===== config.mk =====
export PLATFORM = sky130hd
export DESIGN_NAME = parallel_data_receiver_flat
export DESIGN_NICKNAME = d
export VERILOG_FILES = /design/src/rtl/pdt_pkg.sv /design/src/rtl/parallel_data_receiver_if.sv /design/src/rtl/pdt_fifo.sv /design/src/rtl/parallel_data_receiver.sv /design/src/flat_wrapper.sv
export SDC_FILE = /design/constraint.sdc
export NUM_CORES = 1
export LEC_CHECK = 0
export CAP_MARGIN = 10
export CORE_ASPECT_RATIO = 1.25
export CORE_MARGIN = 2
export CORE_UTILIZATION = 54
export CTS_BUF_LIST = sky130_fd_sc_hd__clkbuf_4 sky130_fd_sc_hd__clkbuf_8
export CTS_CLUSTER_DIAMETER = 100
export DETAILED_ROUTE_END_ITERATION = 8
export PLACE_DENSITY_LB_ADDON = 0.1
export SLEW_MARGIN = 20
export SYNTH_ARGS = -nofsm -noshare
export SYNTH_HDL_FRONTEND = slang
export SYNTH_SLANG_ARGS = --single-unit

===== constraint.sdc =====
create_clock -name clk -period 2.8 [get_ports clk]
set_input_delay 0.28 -clock clk [delete_from_list [all_inputs] [get_ports clk]]
set_output_delay 0.28 -clock clk [all_outputs]
set_load 0.01 [all_outputs]

===== src/rtl/pdt_pkg.sv =====
// Shared types and sizing helpers for the parallel data transfer receive path.
package pdt_pkg;

    typedef enum logic {
        IDLE = 1'b0,
        ACK  = 1'b1
    } state_e;

    localparam int DEF_WIDTH = 4;
    localparam int DEF_DEPTH = 4;

    // Pointer width for a power-of-two depth; never narrower than one bit.
    function automatic int ptr_width(input int depth);
        return (depth > 1) ? $clog2(depth) : 1;
    endfunction

endpackage


===== src/rtl/parallel_data_receiver_if.sv =====
// Transmitter req/ack handshake plus the consumer-side FWFT valid/ready port.
interface parallel_data_receiver_if
    import pdt_pkg::*;
#(
    parameter int WIDTH = DEF_WIDTH,
    parameter int DEPTH = DEF_DEPTH,
    parameter int CNT_W = ptr_width(DEPTH) + 1
);
    logic             req;
    logic [WIDTH-1:0] data_in;
    logic             ack;
    logic [WIDTH-1:0] data_out;
    logic             out_valid;
    logic             out_ready;
    logic [CNT_W-1:0] count;
    logic             full;

    // master: the transmitter and consumer driving the receiver
    modport master (
        output req, data_in, out_ready,
        input  ack, data_out, out_valid, count, full
    );

    modport slave (
        input  req, data_in, out_ready,
        output ack, data_out, out_valid, count, full
    );

endinterface


===== src/rtl/pdt_fifo.sv =====
// Synchronous first-word-fall-through FIFO, zero output when empty.
// Latency: written word visible one cycle after push; push ignored when full, pop ignored when empty.
module pdt_fifo
    import pdt_pkg::*;
#(
    parameter int WIDTH = DEF_WIDTH,
    parameter int DEPTH = DEF_DEPTH,
    parameter int PTR_W = ptr_width(DEPTH),
    parameter int CNT_W = PTR_W + 1
) (
    input  logic             clk,
    input  logic             rst,
    input  logic             push_i,
    input  logic             pop_i,
    input  logic [WIDTH-1:0] din_i,
    output logic [WIDTH-1:0] dout_o,
    output logic [CNT_W-1:0] count_o,
    output logic             full_o,
    output logic             empty_o
);

    logic [WIDTH-1:0] mem_q [DEPTH];
    logic [PTR_W-1:0] wr_ptr_q, wr_ptr_d;
    logic [PTR_W-1:0] rd_ptr_q, rd_ptr_d;
    logic [CNT_W-1:0] count_q, count_d;
    logic             do_push;
    logic             do_pop;

    assign full_o  = (count_q == CNT_W'(DEPTH));
    assign empty_o = (count_q == '0);

    assign do_push = push_i && !full_o;
    assign do_pop  = pop_i && !empty_o;

    // Power-of-two depth lets the pointers wrap by plain overflow.
    always_comb begin
        wr_ptr_d = wr_ptr_q;
        rd_ptr_d = rd_ptr_q;
        count_d  = count_q;
        if (do_push) begin
            wr_ptr_d = wr_ptr_q + PTR_W'(1);
        end
        if (do_pop) begin
            rd_ptr_d = rd_ptr_q + PTR_W'(1);
        end
        case ({do_push, do_pop})
            2'b10:   count_d = count_q + CNT_W'(1);
            2'b01:   count_d = count_q - CNT_W'(1);
            default: count_d = count_q;
        endcase
    end

    always_ff @(posedge clk) begin
        if (rst) begin
            wr_ptr_q <= '0;
            rd_ptr_q <= '0;
            count_q  <= '0;
        end else begin
            wr_ptr_q <= wr_ptr_d;
            rd_ptr_q <= rd_ptr_d;
            count_q  <= count_d;
        end
    end

    always_ff @(posedge clk) begin
        if (do_push) begin
            mem_q[wr_ptr_q] <= din_i;
        end
    end

    assign dout_o  = empty_o ? '0 : mem_q[rd_ptr_q];
    assign count_o = count_q;

endmodule


===== src/rtl/parallel_data_receiver.sv =====
// Four-phase req/ack receiver buffering words into a FWFT FIFO for a valid/ready consumer.
// Latency: one cycle capture-to-output; transmitter stalls (no ack) while the FIFO is full.
module parallel_data_receiver
    import pdt_pkg::*;
#(
    parameter int WIDTH = DEF_WIDTH,
    parameter int DEPTH = DEF_DEPTH
) (
    input  logic                      clk,
    input  logic                      rst,
    parallel_data_receiver_if.slave   bus
);

    localparam int CNT_W = ptr_width(DEPTH) + 1;

    state_e           state_q;
    logic             ack_q;
    logic             push;
    logic             fifo_full;
    logic             fifo_empty;
    logic [CNT_W-1:0] fifo_count;
    logic [WIDTH-1:0] fifo_dout;

    // Registered full gates the push, so a same-cycle pop never frees a slot early.
    assign push = (state_q == IDLE) && bus.req && !fifo_full;

    always_ff @(posedge clk) begin
        if (rst) begin
            state_q <= IDLE;
            ack_q   <= 1'b0;
        end else begin
            case (state_q)
                IDLE: begin
                    if (push) begin
                        state_q <= ACK;
                        ack_q   <= 1'b1;
                    end
                end
                ACK: begin
                    if (!bus.req) begin
                        state_q <= IDLE;
                        ack_q   <= 1'b0;
                    end
                end
                default: begin
                    state_q <= IDLE;
                    ack_q   <= 1'b0;
                end
            endcase
        end
    end

    pdt_fifo #(
        .WIDTH (WIDTH),
        .DEPTH (DEPTH)
    ) u_fifo (
        .clk     (clk),
        .rst     (rst),
        .push_i  (push),
        .pop_i   (bus.out_ready),
        .din_i   (bus.data_in),
        .dout_o  (fifo_dout),
        .count_o (fifo_count),
        .full_o  (fifo_full),
        .empty_o (fifo_empty)
    );

    assign bus.ack       = ack_q;
    assign bus.data_out  = fifo_dout;
    assign bus.out_valid = !fifo_empty;
    assign bus.count     = fifo_count;
    assign bus.full      = fifo_full;

endmodule


===== src/flat_wrapper.sv =====
// flat-port wrapper written by rule: the top's interface ports become plain ports
module parallel_data_receiver_flat import pdt_pkg::*;
#(
    parameter int WIDTH = DEF_WIDTH,
    parameter int DEPTH = DEF_DEPTH
)
  (clk, rst, bus_req, bus_data_in, bus_out_ready, bus_ack, bus_data_out, bus_out_valid, bus_count, bus_full);
  parallel_data_receiver_if #(.WIDTH(WIDTH), .DEPTH(DEPTH)) bus_i ();
  input  logic clk;
  input  logic rst;
  input wire logic [$bits(bus_i.req)-1:0] bus_req;
  input wire logic [$bits(bus_i.data_in)-1:0] bus_data_in;
  input wire logic [$bits(bus_i.out_ready)-1:0] bus_out_ready;
  output wire logic [$bits(bus_i.ack)-1:0] bus_ack;
  output wire logic [$bits(bus_i.data_out)-1:0] bus_data_out;
  output wire logic [$bits(bus_i.out_valid)-1:0] bus_out_valid;
  output wire logic [$bits(bus_i.count)-1:0] bus_count;
  output wire logic [$bits(bus_i.full)-1:0] bus_full;
  assign bus_i.req = bus_req;
  assign bus_i.data_in = bus_data_in;
  assign bus_i.out_ready = bus_out_ready;
  assign bus_ack = bus_i.ack;
  assign bus_data_out = bus_i.data_out;
  assign bus_out_valid = bus_i.out_valid;
  assign bus_count = bus_i.count;
  assign bus_full = bus_i.full;
  parallel_data_receiver #(.WIDTH(WIDTH), .DEPTH(DEPTH)) u_core (.clk(clk), .rst(rst), .bus(bus_i));
endmodule

## After elaboration in Yosys (flattened, before gate mapping)

Memory sizes are Yosys's and may differ from the RTL's. A register that Yosys moved wholly into a read port is not among the register bits.
Index checks and enable logic that the tools add are counted.

| word-level totals | value |
|---|---|
| RAM bits | 16 |
| bits in registers | 9 |
| logic and storage cells | 37 |
| memories kept | 1 |
| input bits | 8 |
| output and inout port bits | 10 |

Memories:

| memory | words | bits a word | read ports | clocked after memory_dff | write ports | line | text |
|---|---|---|---|---|---|---|---|
| u_core.u_fifo.mem_q | 4 | 4 | 1 | 1 | 1 | pdt_fifo.sv:22 | `logic [WIDTH-1:0] mem_q [DEPTH];` |

| operators by class | value |
|---|---|
| reduce and logical (&&, ||, !) cells | 9 |
| multiplexer cells | 12 |
| bitwise operators | 1 |
| add/sub/neg operators | 4 |
| equality and inequality tests | 5 |

Operator list:

| operator | number |
|---|---|
| 1-bit 2-to-1 mux | 6 |
| 3-bit one-hot mux with 2 select lines | 1 |
| 2-bit by 1-bit adder with 2-bit output (second input constant) | 2 |
| 1-bit logical AND | 4 |
| 2-bit 2-to-1 mux | 2 |
| 4-bit 2-to-1 mux | 1 |
| 2-bit inequality test (second input constant) | 2 |
| 1-bit one-hot mux with 2 select lines | 2 |
| 3-bit by 1-bit adder with 3-bit output (second input constant) | 1 |
| 3-bit == test (second input constant) | 1 |
| 3-bit zero test | 1 |
| 3-bit by 1-bit subtractor with 3-bit output (second input constant) | 1 |
| 2-bit by 1-bit == test with 1-bit output (second input constant) | 1 |
| 2-bit == test (second input constant) | 1 |
| 1-bit zero test | 2 |
| 2-bit AND reduction | 1 |
| 2-bit nonzero test | 1 |
| 1-bit NOT | 1 |

## Longest topological paths before layout

Gate-level depths: netlist of the first run.

| logic depth | value |
|---|---|
| depth in word-level cells | 6 |
| depth in mapped cells | 10 |
| depth with buffers taken out | 9 |

## Hierarchy

A second synthesis of the first run with hierarchy kept.

| unflattened totals | value |
|---|---|
| cell total of the unflattened synthesis | 88 |
| area, all modules | 1189.9 um^2 |

By module, submodules not included:

| module | instances | cells each | seq. area each (um^2) | area each (um^2) |
|---|---|---|---|---|
| pdt_fifo | 1 | 78 | 660.6 | 1096.1 |
| parallel_data_receiver | 1 | 10 | 40.0 | 93.8 |

## Least setup slack after synthesis of the first run

OpenSTA, ideal clock, no wires.

| timing path | value |
|---|---|
| path kind | reg2reg |
| from | register u_core.u_fifo.count_q[2] (netlist: u_core.u_fifo.count_o[2]) |
| to | register u_core.u_fifo.count_q[2] (netlist: u_core.u_fifo.count_o[2]) |
| cell stages (with the launch flop) | 11 |
| clock period less this slack | 2.472 ns |
| setup time | 0.070 ns |
| data required time | 2.730 ns |
| path slack | 0.328 ns |
| arrival | 2.402 ns |
| path buffers | 1 |
| path through | dfxtp_1 > or3b_1 > and3_1 > buf_6 > inv_1 > ha_1 > inv_1 > fa_1 > xor2_1 > or3_2 > a21oi_1 |

| between the ends | value |
|---|---|
| longest elaborated chain between the ends | 6 |
| elaborated cells on any way between the ends | 13 |
| those cells by class | add/sub: 2; eq/ne: 3; mux: 1; reduce/logical: 7 |

RTL lines:

| what | line | text |
|---|---|---|
| start, declared | pdt_fifo.sv:25 | `logic [CNT_W-1:0] count_q, count_d;` |
| start signal, assigned | pdt_fifo.sv:61 | `count_q <= count_d;` |
| 3-bit == test | pdt_fifo.sv:29 | `assign full_o = (count_q == CNT_W'(DEPTH));` |
| 1-bit zero test | pdt_fifo.sv:32, parallel_data_receiver.sv:25 |  |
| 1-bit logical AND | parallel_data_receiver.sv:25 | `assign push = (state_q == IDLE) && bus.req && !fifo_full;` |
| 1-bit logical AND | pdt_fifo.sv:32 | `assign do_push = push_i && !full_o;` |
| 2-bit by 1-bit == test with 1-bit output or 2-bit == test (tied branches) | pdt_fifo.sv:46 | `case ({do_push, do_pop})` |
| 3-bit one-hot mux with 2 select lines or 2-bit nonzero test (tied branches) | - |  |

Parallel ways exist; a longest one is shown, timed or not.
A chain may end at the register's enable or synchronous reset.

## Worst setup path in the final report of the first run

Same ends and word-level chain as after synthesis.

==> flow_summary.toml, run 1 <==
[outcome]
status = "finished, final reports clean"

[place]
gp_congestion = 0.6802
io_buffers = 17
hpwl_um = 1465

[route]
vias_per_cell = 5.389
vias = 679
first_pass_iters = 3
wl_per_cell_um = 14.93
drt_iter0_drc = 4
drc_errors = 0
drt.antenna.violating_nets = 0
finalWirelength_um = 1881

[synthesis]
syn-cell-area_um2 = 1162
ys_types = 24
seq_area_frac_synth_pct = 60.28
synthCells = 87
syn_nets = 101
synthTopCellsByArea = "edfxtp_1 (41%), dfxtp_1 (19%), mux4_2 (7.8%)"
yosysTopAreaCellShare_pct = 41.33
yosys_warnings = 0
yosysTopAreaCell = "edfxtp_1"
avgSynthCellArea_um2 = 13.36
synth-seq-cells = 27

[finish]
syn_to_final_growth_pct = 18.08
antenna_cells = 0
fin_nets = 121
drive_gt1_share_pct = 13.21

[clocking]
hold_buffers = 0
cts_setup_buffers = 0
cts_sinks = 27
htree_num_levels = 1
cts.clk_slew.worst_paths_ns = 0.14
cts_tree = "yes"
clock_path_buffers = 2
insertion_delay_ns = 0.32
cts_root_buf = "clkbuf_4"
numCtsBuffers = 3
post_cts_resized = 0

[min_path]
worstHoldPathCells = 2
min_path_type = "flop to flop"

[critical_path]
r2r_cells = 9
cp-start-kind = "flop"
end_kind = "flop"
cp.required_ns = 3.06
cp_data_arrival_time_ns = 2.82
crit_type = "flop to flop"
critPathMaxFanout = 7

[sta]
tightest_slew_ns = 0.7343
max-slew-margin-rel_pct = 50.67
rsz0062_at_grt = "no"
final.period_utilization_pct = 91.41
setup_viol = 0
fmax_mhz = 390.7
skew_ns = 0.002534
drv_slew = 0
hold_violations = 0
timing.final.crit_period_ns = 2.560
tns_ns = 0

[global_routing]
grt_pass1_wl_um = 3042
grt.total_usage_pct = 16.77
grt_max_degree = 17
gr-total-overflow = 0
grt_pass1_vias = 689
antenna_found_initial = 0

[floorplanning]
row_count = 18
fp.dieW_um = 45.50
die_y_um = 55.87
die-area_um2 = 2542
io_pins = 18
design.core.area_um2 = 2004
start_util_pct = 57.99

[power]
leakage_uw = 0.0005067
fin_total_pwr_uw = 1177
ir_worst_vdd_mv = 0.6217
cellPowerDensity_nw_per_um2 = 857.4

[flow_run]
maxCapViolations = 0
==> worst paths after layout <==
path,to,slack [ns],start
worst max register to register,u_core.u_fifo.count_o[2],0.24,u_core.u_fifo.count_o[2]
worst min-delay path,u_core.state_q,0.49,u_core.state_q
worst min register to register,u_core.state_q,0.49,u_core.state_q
worst max-delay path,u_core.u_fifo.count_o[2],0.24,u_core.u_fifo.count_o[2]
==> cell type report <==
class                      instances  area, um^2
clock buffer                       3       22.52
clock inverter                     1       7.507
fill                             147       631.9
inverter                          10       37.54
multi-input combinational         48       409.1
sequential                        27       700.7
tap                               20       25.02
timing repair buffer              17       170.2
==> cells in the mapped netlist <==
cell      count
mux2_4        1
mux2i_1       1
mux4_2        4
nor2b_1       4
o31ai_1       1
or3_2         1
edfxtp_1     16
inv_1        10
and2_2        4
a21oi_1       5
xor2_1        3
nor2_1        7
o21ai_0       3
clkbuf_1      1
or3_1         1
nor3_1        1
nand2_1       1
nand2b_1      3
fa_1          1
dfxtp_1      11
or3b_1        1
buf_6         1
ha_1          5
and3_1        1
==> report_power, final <==
group          total, uW  internal, uW  switching [uW]
sequential           542           483            58.6
clock                166          54.5             112
combinational        469           259             210
==> per-layer routing <==
metal / vias up / track usage [%] / wire [um]
li1: 338 / - / -
met5: - / 0 / 0
met1: 322 / 19.09 / 754
met3: 2 / 2.273 / 70
met2: 17 / 29.38 / 1041
met4: 0 / 7.563 / 14
==> per-stage QoR <==
| step | cell area, um^2 | cells | utilization (%) | setup slack, ns | hold slack [ns] |
|---|---|---|---|---|---|
| 2_1_floorplan | 1162 | 87 | - | 0.3280 | 0.3789 |
| 3_3_place_gp | 1343 | 122 | 66.98 | 0.3359 | 0.4487 |
| 3_5_place_dp | 1343 | 122 | 66.98 | 0.2711 | 0.4704 |
| 5_1_grt | 1373 | 126 | 68.48 | 0.06476 | 0.5268 |
| 6_report | 1373 | 126 | 68.48 | 0.2405 | 0.4863 |
| 4_1_cts | 1373 | 126 | 68.48 | 0.2229 | 0.4890 |
==> placed cells by master (no fill, tap or decap) <==
master	count
mux2_4	1
ha_1	5
o21ai_0	3
dfxtp_1	11
or3b_1	1
a21oi_1	5
nor2_1	7
mux2i_1	1
inv_1	10
fa_1	1
nand2_1	1
o31ai_1	1
clkdlybuf4s50_1	17
and3_1	1
or3_2	1
clkinvlp_4	1
edfxtp_1	16
or3_1	1
nand2b_1	3
nor2b_1	4
and2_2	4
xor2_1	3
mux4_2	4
clkbuf_4	3
nor3_1	1
==> critical path: stages, from the launching register on <==
cell and delay (ns):
dfxtp_1 0.41, or3b_1 0.38, and3_1 0.28, inv_1 0.11, ha_1 0.19, inv_1 0.06, fa_1 0.37, xor2_1 0.16
or3_2 0.40, a21oi_1 0.14
==> state kept, by name (all words and copies together) (netlist names), named ones only <==
register / count
u_core.state_q: 1
u_core.u_fifo.mem_q: 16
u_core.u_fifo.wr_ptr_q: 2
u_core.bus.ack: 1
u_core.u_fifo.rd_ptr_q: 2
u_core.u_fifo.count_o: 3
==> cell families (layout without fill, tap and decap cells) <==
family	Yosys count	count (layout)	share of synthesized area, %
flops	27	27	60.28
xor+xnor	3	3	2.261
fa+ha+maj	6	6	7.104
compound gates	9	9	4.090
simple gates	24	24	11.84
buf+inv	12	31	4.521
mux	6	6	9.903
(Power assumes the default switching activity.)
==> run 2, diff against run 1 <==
--- a/config.mk
+++ b/config.mk
@@ -5,7 +5,7 @@
 export SDC_FILE = /design/constraint.sdc
 export NUM_CORES = 1
 export LEC_CHECK = 0
-export CAP_MARGIN = 10
+export CAP_MARGIN = 15
 export CORE_ASPECT_RATIO = 1.25
 export CORE_MARGIN = 2
 export CORE_UTILIZATION = 54
@@ -13,6 +13,7 @@
 export CTS_CLUSTER_DIAMETER = 100
 export DETAILED_ROUTE_END_ITERATION = 8
 export PLACE_DENSITY_LB_ADDON = 0.1
+export SKIP_LAST_GASP = 1
 export SLEW_MARGIN = 20
 export SYNTH_ARGS = -nofsm -noshare
 export SYNTH_HDL_FRONTEND = slang
==> results of run 2 <==
The final DEF is identical to that of run 1; final timing and power are the same.
